===== src/rtl/mul_tree_collector.sv =====
// Collects per-lane float products from mul_tree into one record per mode mask and
// queues completed records in a first-word-fall-through FIFO with valid/ready output.
module mul_tree_collector #(
    parameter int LANES = 4,
    parameter int WIDTH = 32,
    parameter int DEPTH = 4
) (
    input  logic                   clk,
    input  logic                   rst,
    input  logic [1:0]             mode,
    input  logic [LANES*WIDTH-1:0] mul_outputs,
    input  logic [LANES-1:0]       mul_stbs,
    output logic                   res_valid,
    input  logic                   res_ready,
    output logic [LANES*WIDTH-1:0] res_data,
    output logic [LANES-1:0]       res_mask,
    output logic                   busy,
    output logic                   err_dup,
    output logic                   err_lane,
    output logic                   err_ovf,
    input  logic                   clr_err
);
    localparam int PW = (DEPTH > 1) ? $clog2(DEPTH) : 1;
    localparam int CW = $clog2(DEPTH + 1);

    logic [LANES-1:0][WIDTH-1:0] in_lane;
    logic [LANES-1:0][WIDTH-1:0] dat_q, dat_d, rec_data;
    logic [LANES-1:0]            cap_q, cap_d, mask_q, mask_d;
    logic [LANES-1:0]            mode_mask, eff_mask, hit, next_cap, dup;
    logic                        idle, complete, set_dup, set_lane, set_ovf;

    logic [DEPTH-1:0][LANES*WIDTH-1:0] mem_data_q;
    logic [DEPTH-1:0][LANES-1:0]       mem_mask_q;
    logic [PW-1:0]                     wr_ptr_q, rd_ptr_q;
    logic [CW-1:0]                     count_q, count_d;
    logic                              full, push, pop;
    logic                              err_dup_q, err_lane_q, err_ovf_q;

    assign in_lane = mul_outputs;

    // Mode n enables lanes 0..n (thermometer mask).
    for (genvar k = 0; k < LANES; k++) begin : g_mode
        assign mode_mask[k] = (int'(mode) >= k);
    end

    assign idle     = (cap_q == '0);
    assign eff_mask = idle ? mode_mask : mask_q;
    assign hit      = mul_stbs & eff_mask;
    assign next_cap = cap_q | hit;
    assign complete = (next_cap == eff_mask);
    assign dup      = hit & cap_q;

    always_comb begin
        rec_data = '0;
        dat_d    = dat_q;
        for (int k = 0; k < LANES; k++) begin
            if (eff_mask[k])
                rec_data[k] = cap_q[k] ? dat_q[k] : in_lane[k];
            // On completion, re-strobed lanes seed the next record.
            if (hit[k] && (complete || !cap_q[k]))
                dat_d[k] = in_lane[k];
        end
        cap_d    = complete ? dup : next_cap;
        mask_d   = (idle && (mul_stbs != '0)) ? mode_mask : mask_q;
        set_dup  = (dup != '0) && !complete;
        set_lane = (mul_stbs & ~eff_mask) != '0;
    end

    assign full    = (count_q == CW'(DEPTH));
    assign pop     = res_valid && res_ready;
    assign push    = complete && (!full || pop);
    assign set_ovf = complete && full && !pop;

    always_comb begin
        count_d = count_q;
        case ({push, pop})
            2'b10:   count_d = count_q + CW'(1);
            2'b01:   count_d = count_q - CW'(1);
            default: count_d = count_q;
        endcase
    end

    always_ff @(posedge clk or negedge rst) begin
        if (!rst) begin
            cap_q      <= '0;
            mask_q     <= '0;
            dat_q      <= '0;
            mem_data_q <= '0;
            mem_mask_q <= '0;
            wr_ptr_q   <= '0;
            rd_ptr_q   <= '0;
            count_q    <= '0;
            err_dup_q  <= 1'b0;
            err_lane_q <= 1'b0;
            err_ovf_q  <= 1'b0;
        end else begin
            cap_q   <= cap_d;
            mask_q  <= mask_d;
            dat_q   <= dat_d;
            count_q <= count_d;
            if (push) begin
                mem_data_q[wr_ptr_q] <= rec_data;
                mem_mask_q[wr_ptr_q] <= eff_mask;
                wr_ptr_q             <= wr_ptr_q + PW'(1);
            end
            if (pop)
                rd_ptr_q <= rd_ptr_q + PW'(1);
            // A fresh error in the clearing cycle keeps its flag set.
            err_dup_q  <= (err_dup_q  && !clr_err) || set_dup;
            err_lane_q <= (err_lane_q && !clr_err) || set_lane;
            err_ovf_q  <= (err_ovf_q  && !clr_err) || set_ovf;
        end
    end

    assign res_valid = (count_q != '0);
    assign busy      = full;
    assign res_data  = res_valid ? mem_data_q[rd_ptr_q] : '0;
    assign res_mask  = res_valid ? mem_mask_q[rd_ptr_q] : '0;
    assign err_dup   = err_dup_q;
    assign err_lane  = err_lane_q;
    assign err_ovf   = err_ovf_q;
endmodule

===== config.mk =====
export PLATFORM = sky130hd
export DESIGN_NAME = mul_tree_collector
export DESIGN_NICKNAME = d
export VERILOG_FILES = /design/src/rtl/mul_tree_collector.sv
export SDC_FILE = /design/constraint.sdc
export NUM_CORES = 1
export LEC_CHECK = 0
export BUFFER_PORTS_ARGS = -buffer_cell sky130_fd_sc_hd__buf_2
export CORE_MARGIN = 2
export CORE_UTILIZATION = 25
export CTS_BUF_LIST = sky130_fd_sc_hd__clkbuf_4
export CTS_CLUSTER_SIZE = 12
export DETAILED_ROUTE_END_ITERATION = 6
export PLACE_DENSITY_LB_ADDON = 0.3
export SLEW_MARGIN = 20
export SYNTH_ARGS = -nofsm -noshare
export SYNTH_HDL_FRONTEND = slang
export SYNTH_SLANG_ARGS = --single-unit

===== constraint.sdc =====
create_clock -name clk -period 3.9 [get_ports clk]
set_clock_uncertainty 0.05 [all_clocks]
set_input_delay 0.39 -clock clk [delete_from_list [all_inputs] [get_ports clk]]
set_output_delay 0.39 -clock clk [all_outputs]
set_load 0.1 [all_outputs]

## Word-level counts from Yosys, hierarchy flattened

Cells that the tools add are included.

- Bits in registers: 674
- Bits of input ports: 138
- Output and inout bits: 137
- Logic and storage cells: 98

- Add/subtract/negate cells: 4
- $lt $le $gt $ge: 6
- Equality and inequality tests: 4
- Mux-type cells: 23
- Bitwise operators: 5
- Reduce and logical (&&, ||, !) cells: 36

Operator list:

| cell | number |
|---|---|
| bitwise mux 512 bit | 1 |
| 2-to-1 mux 128 bit | 3 |
| binary-select mux 128 bit (select 2 bit) | 1 |
| demux 128 bit (select 2 bit) | 1 |
| 2-to-1 mux 32 bit | 8 |
| 2-to-1 mux 4 bit | 5 |
| bitwise mux 16 bit | 1 |
| logical AND 1 bit | 14 |
| AND 4 bit | 3 |
| nonzero test 4 bit | 3 |
| binary-select mux 4 bit (select 2 bit) | 1 |
| demux 4 bit (select 2 bit) | 1 |
| logical NOT 1 bit | 8 |
| logical OR 1 bit | 8 |
| less-than comparator 2 x 3 -> 1 bit (second input constant) | 2 |
| one-hot mux 3 bit (2 select lines) | 1 |
| adder 2 x 1 -> 2 bit (second input constant) | 2 |
| == test 4 bit | 1 |
| greater-or-equal comparator 2 x 1 -> 1 bit (second input constant) | 2 |
| greater-or-equal comparator 2 bit (second input constant) | 2 |
| logical NOT 4 bit | 1 |
| NOT 4 bit | 1 |
| OR 4 bit | 1 |
| adder 3 x 1 -> 3 bit (second input constant) | 1 |
| other kinds (6) | 6 |

## Logic depth before layout (Yosys ltp)

- Word-level depth: 8
- Depth in mapped cells: 14
- Depth with buffers taken out: 11

## Worst setup path before layout

No wires, ideal clock.

- Path type: register to register
- Start point: reg count_q[0]
- End point: reg count_q[2]
- Setup time: 0.079 ns
- Data arrival time: 4.417 ns
- Data required time: 3.771 ns
- Path slack: -0.646 ns
- Stages on the path, launching flop included: 11
- Path buffers: 0
- Period minus slack after synthesis: 4.546 ns
- Cells stage by stage: dfrtp_1 -> nor3b_1 -> nand2b_1 -> and3_1 -> inv_1 -> ha_1 -> inv_1 -> fa_1 -> xor2_1 -> nor2_1 -> xor2_1

- Longest elaborated chain between the ends: 6
- Elaborated cells between the ends (all ways): 12
- Classes of those cells: 2 x add/sub; 3 x eq/ne; 1 x mux; 6 x reduce/logical

Ends and longest elaborated chain:

| item | line | source |
|---|---|---|
| start, declared | 35 | `logic [CW-1:0] count_q, count_d;` |
| start signal, assigned | 100 | `count_q <= count_d;` |
| == test 3 bit (*) | 69 | `assign full = (count_q == CW'(DEPTH));` |
| named net busy | 17 | `output logic busy,` |
| logical NOT 1 bit (*) | 71 | `assign push = complete && (!full \|\| pop);` |
| logical OR 1 bit (*) | 71 |  |
| logical AND 1 bit (*) | 71 |  |
| == test 2 x 1 -> 1 bit / == test 2 bit (equally long branches) | 76 | `case ({push, pop})` |
| one-hot mux 3 bit (2 select lines) / nonzero test 2 bit (equally long branches) | -- |  |

The timed path passes the listed nets; every way through them passes the cells marked *.
A chain may end at the register's enable or synchronous reset.

## Worst setup path after layout

- Start point: reg cap_q[2]
- End point: reg dat_q[45] (netlist bit)

- Longest elaborated chain between the ends: 7

Ends and longest elaborated chain:

| item | line | source |
|---|---|---|
| start, declared | 28 | `logic [LANES-1:0] cap_q, cap_d, mask_q, mask_d;` |
| start signal, assigned | 97 | `cap_q <= cap_d;` |
| logical NOT 4 bit | 46 | `assign idle = (cap_q == '0);` |
| 2-to-1 mux 4 bit | 47 | `assign eff_mask = idle ? mode_mask : mask_q;` |
| AND 4 bit | 48 | `assign hit = mul_stbs & eff_mask;` |
| OR 4 bit | 49 | `assign next_cap = cap_q \| hit;` |
| == test 4 bit | 50 | `assign complete = (next_cap == eff_mask);` |
| logical OR 1 bit | 60 | `if (hit[k] && (complete \|\| !cap_q[k]))` |
| logical AND 1 bit (*) | 60 |  |
| end signal, assigned | 99 | `dat_q <= dat_d;` |
| end, declared | 27 | `logic [LANES-1:0][WIDTH-1:0] dat_q, dat_d, rec_data;` |

Mark *: on every way between the ends. The rest lies on a longest branch, timed or not.

==> flow_summary.ini <==
[run_status]
outcome = complete, no violations

[clock_tree]
cts_tree = yes
clkTransAtPathRegs_ns = 0.07
clockRootBuffer = clkbuf_4
cts_buffers = 200
clock_latency_ns = 1.17
h-tree-depth = 4
clockBufferDepth = 3
clkSinkCount = 674

[timing]
slew_violations = 0
hold_ws_ns = 0.182
period_minus_slack_ns = 3.71
timing.fmax_mhz = 270
hold_viol_final = 0
finalSetupViolations = 0
tightest_slew_ns = 1.01
slew_headroom_pct = 32.8
grt_setup_unrepaired = yes
post-route-period-util_pct = 95.1

[final_layout]
finish.net_count = 3407
drive_gt1_share_pct = 34.3
syn2layout_area_growth_pct = 31.3
final_area_sq_um = 43600

[setup_path]
critical_path_buf_inv_count = 4
worst_setup_path_start_kind = flop
path_max_fanout = 65
worstPathArrival_ns = 4.72
reg2reg_from = cap_q[2]
path_common_cell = dlygate4sd3_1
crit_path_max_incr_delay_ns = 0.62
critical_path.top_delay_family = buffers and inverters
critPathCaptureType = flop
required_ns = 4.91
crit_start = cap_q[2]
worstSetupPathType = reg -> reg
cpMaxStageDelayCell = dlygate4sd3_1
path_cells = nor4_4 > buf_4 > mux2i_2 > and2_2 > buf_12 > nand4_1 > dlygate4sd3_1 > o211ai_1 > dlygate4sd3_1

[yosys]
synth_ff_type = dfrtp_1
yosysMostFrequentCell = dfrtp_1
synth_cells = 2522
synth.largest_area_cell = dfrtp_1
ys_async_sr_fraction_pct = 100
syn_avg_cell_area_sq_um = 13.2
seq_area_frac_synth_pct = 50.8
synth_edf_count = 0
synth_warnings = 0
netlist_area_sq_um = 33200
syn_nets = 2666
synth_top_area_share_pct = 50.8
ys_top_cells_by_area = dfrtp_1 51%, mux2_2 12%, mux2_1 11%, mux4_2 8.9%, and2_1 2.6%
synth-seq-cells = 674
ys_types = 44
ys_top_cells_by_count = 674 x dfrtp_1, 340 x mux2_2, 320 x mux2_1

[placed_design]
gp_congestion = 0.726
place_area_sq_um = 36900
io_buffers = 274
hpwl_mm = 58.1

[floorplanning]
die_w_um = 369
coreArea_sq_um = 132000
dieArea_sq_um = 136000
io_pins = 275
die_y_um = 369
rows = 133
start_util_pct = 25.2

[global_route]
grt_antenna_before_repair = 19
grt_pass1_vias = 25700
grt_max_degree = 98
grt_pass1_wl_mm = 157
gr-total-overflow = 0
grt_usage_pct = 15.2

[drt]
vias = 23800
drt_iter0_drc = 1103
routed_wl_mm = 102
via_per_inst = 4.60
wl_per_cell_um = 19.7
drc = 0
postRouteAntennaNets = 0
dr.pass1.iters = 5

[flow_run]
drv_cap = 0

[hold_path]
hold_path.startpoint = mul_outputs[97]
hp-class = in -> reg
worst reg2reg max path: stages, from the launching register on:
cell	delay (ns)
dfrtp_2	0.47
nor4_4	0.39
buf_4	0.29
mux2i_2	0.38
and2_2	0.23
buf_12	0.29
nand4_1	0.22
dlygate4sd3_1	0.62
o211ai_1	0.10
dlygate4sd3_1	0.58
cells by family after synthesis:
| kind of cell | count (synthesis) | share of synthesized area (%) |
|---|---|---|
| AOI/OAI and AO/OA | 207 | 4.02 |
| xor gates and xnor gates | 6 | 0.158 |
| adders and majority gates | 10 | 0.369 |
| buffers and inverters | 299 | 3.91 |
| DFF | 674 | 50.8 |
| muxes | 829 | 32.4 |
| and+or+nand+nor | 497 | 8.37 |
repair_timing:
item | 4_1_cts | 5_1_grt
hold buffers | 384 | 0
setup buffers | 8 | 0
setup endpoints to repair | 108 | 25
gates resized for setup | 11 | 1
hold endpoints to repair | 1343 | 0
pin swaps | 1 | 0
gates cloned | 3 | 0
through the flow:
stage | setup TNS [ns] | instances | setup slack, ns | utilization [%]
2_1_floorplan | 0 | 2522 | 0.528 | -
6_report | 0 | 5186 | 0.190 | 33.1
5_1_grt | -0.0225 | 5183 | -0.0142 | 33.1
4_1_cts | -0.00785 | 5177 | -0.00785 | 33.1
3_3_place_gp | 0 | 4421 | 0.695 | 28.1
3_5_place_dp | 0 | 4421 | 0.661 | 28.1
layer usage:
layer | global-route usage [%] | up-vias | wire length, um
met5 | 0 | - | 88
met3 | 3.90 | 209 | 5270
li1 | - | 10800 | -
met2 | 24.3 | 555 | 47900
met4 | 5.97 | 16 | 3080
met1 | 19.5 | 12300 | 45700
path summary, 6_finish.rpt:
path | endpoint | slack, ns | cells after the start
worst min register to register | mem_data_q[377] | 0.43 | 1
min in group asynchronous | dat_q[3] | 0.60 | 4
worst max register to register | dat_q[45] | 0.19 | 9
worst min-delay path | dat_q[97] | 0.18 | 4
worst max-delay path | dat_q[45] | 0.19 | 9
max in group asynchronous | mem_data_q[94] | 2.58 | 4
flip-flops by register name (all words and copies together), names as in the netlist:
signal / count
cap_q: 4
count_q: 3
dat_q: 128
err_dup: 1
err_lane: 1
err_ovf: 1
mask_q: 4
mem_data_q: 512
mem_mask_q: 16
rd_ptr_q: 2
wr_ptr_q: 2
final cells by class:
type | count | area (sq um)
diodes | 9 | 22.5
clock buffers | 296 | 2220
clock inverters | 65 | 417
fillers | 13100 | 88000
inverters | 103 | 387
multi-input cells | 1551 | 15200
flip-flops and latches | 674 | 16900
well taps | 1755 | 2200
repair buffers | 733 | 6320
layout by cell type, fill, tap and decap left out, types with 96 or more instances in the layout:
cell type,synthesis,final
and2_1,138,135
o211ai_1,96,96
buf_2,42,266
inv_1,103,103
clkbuf_4,0,296
mux2_2,340,340
mux4_2,132,132
dfrtp_1,674,667
a21oi_1,98,98
dlygate4sd3_1,0,383
mux2_1,320,320
nand4_1,96,96
nand2b_1,97,97
nand2_1,104,104
Power is left out: the tool's default activity adds up to more than one toggle a clock period on the data nets, which glitch-free logic cannot reach.
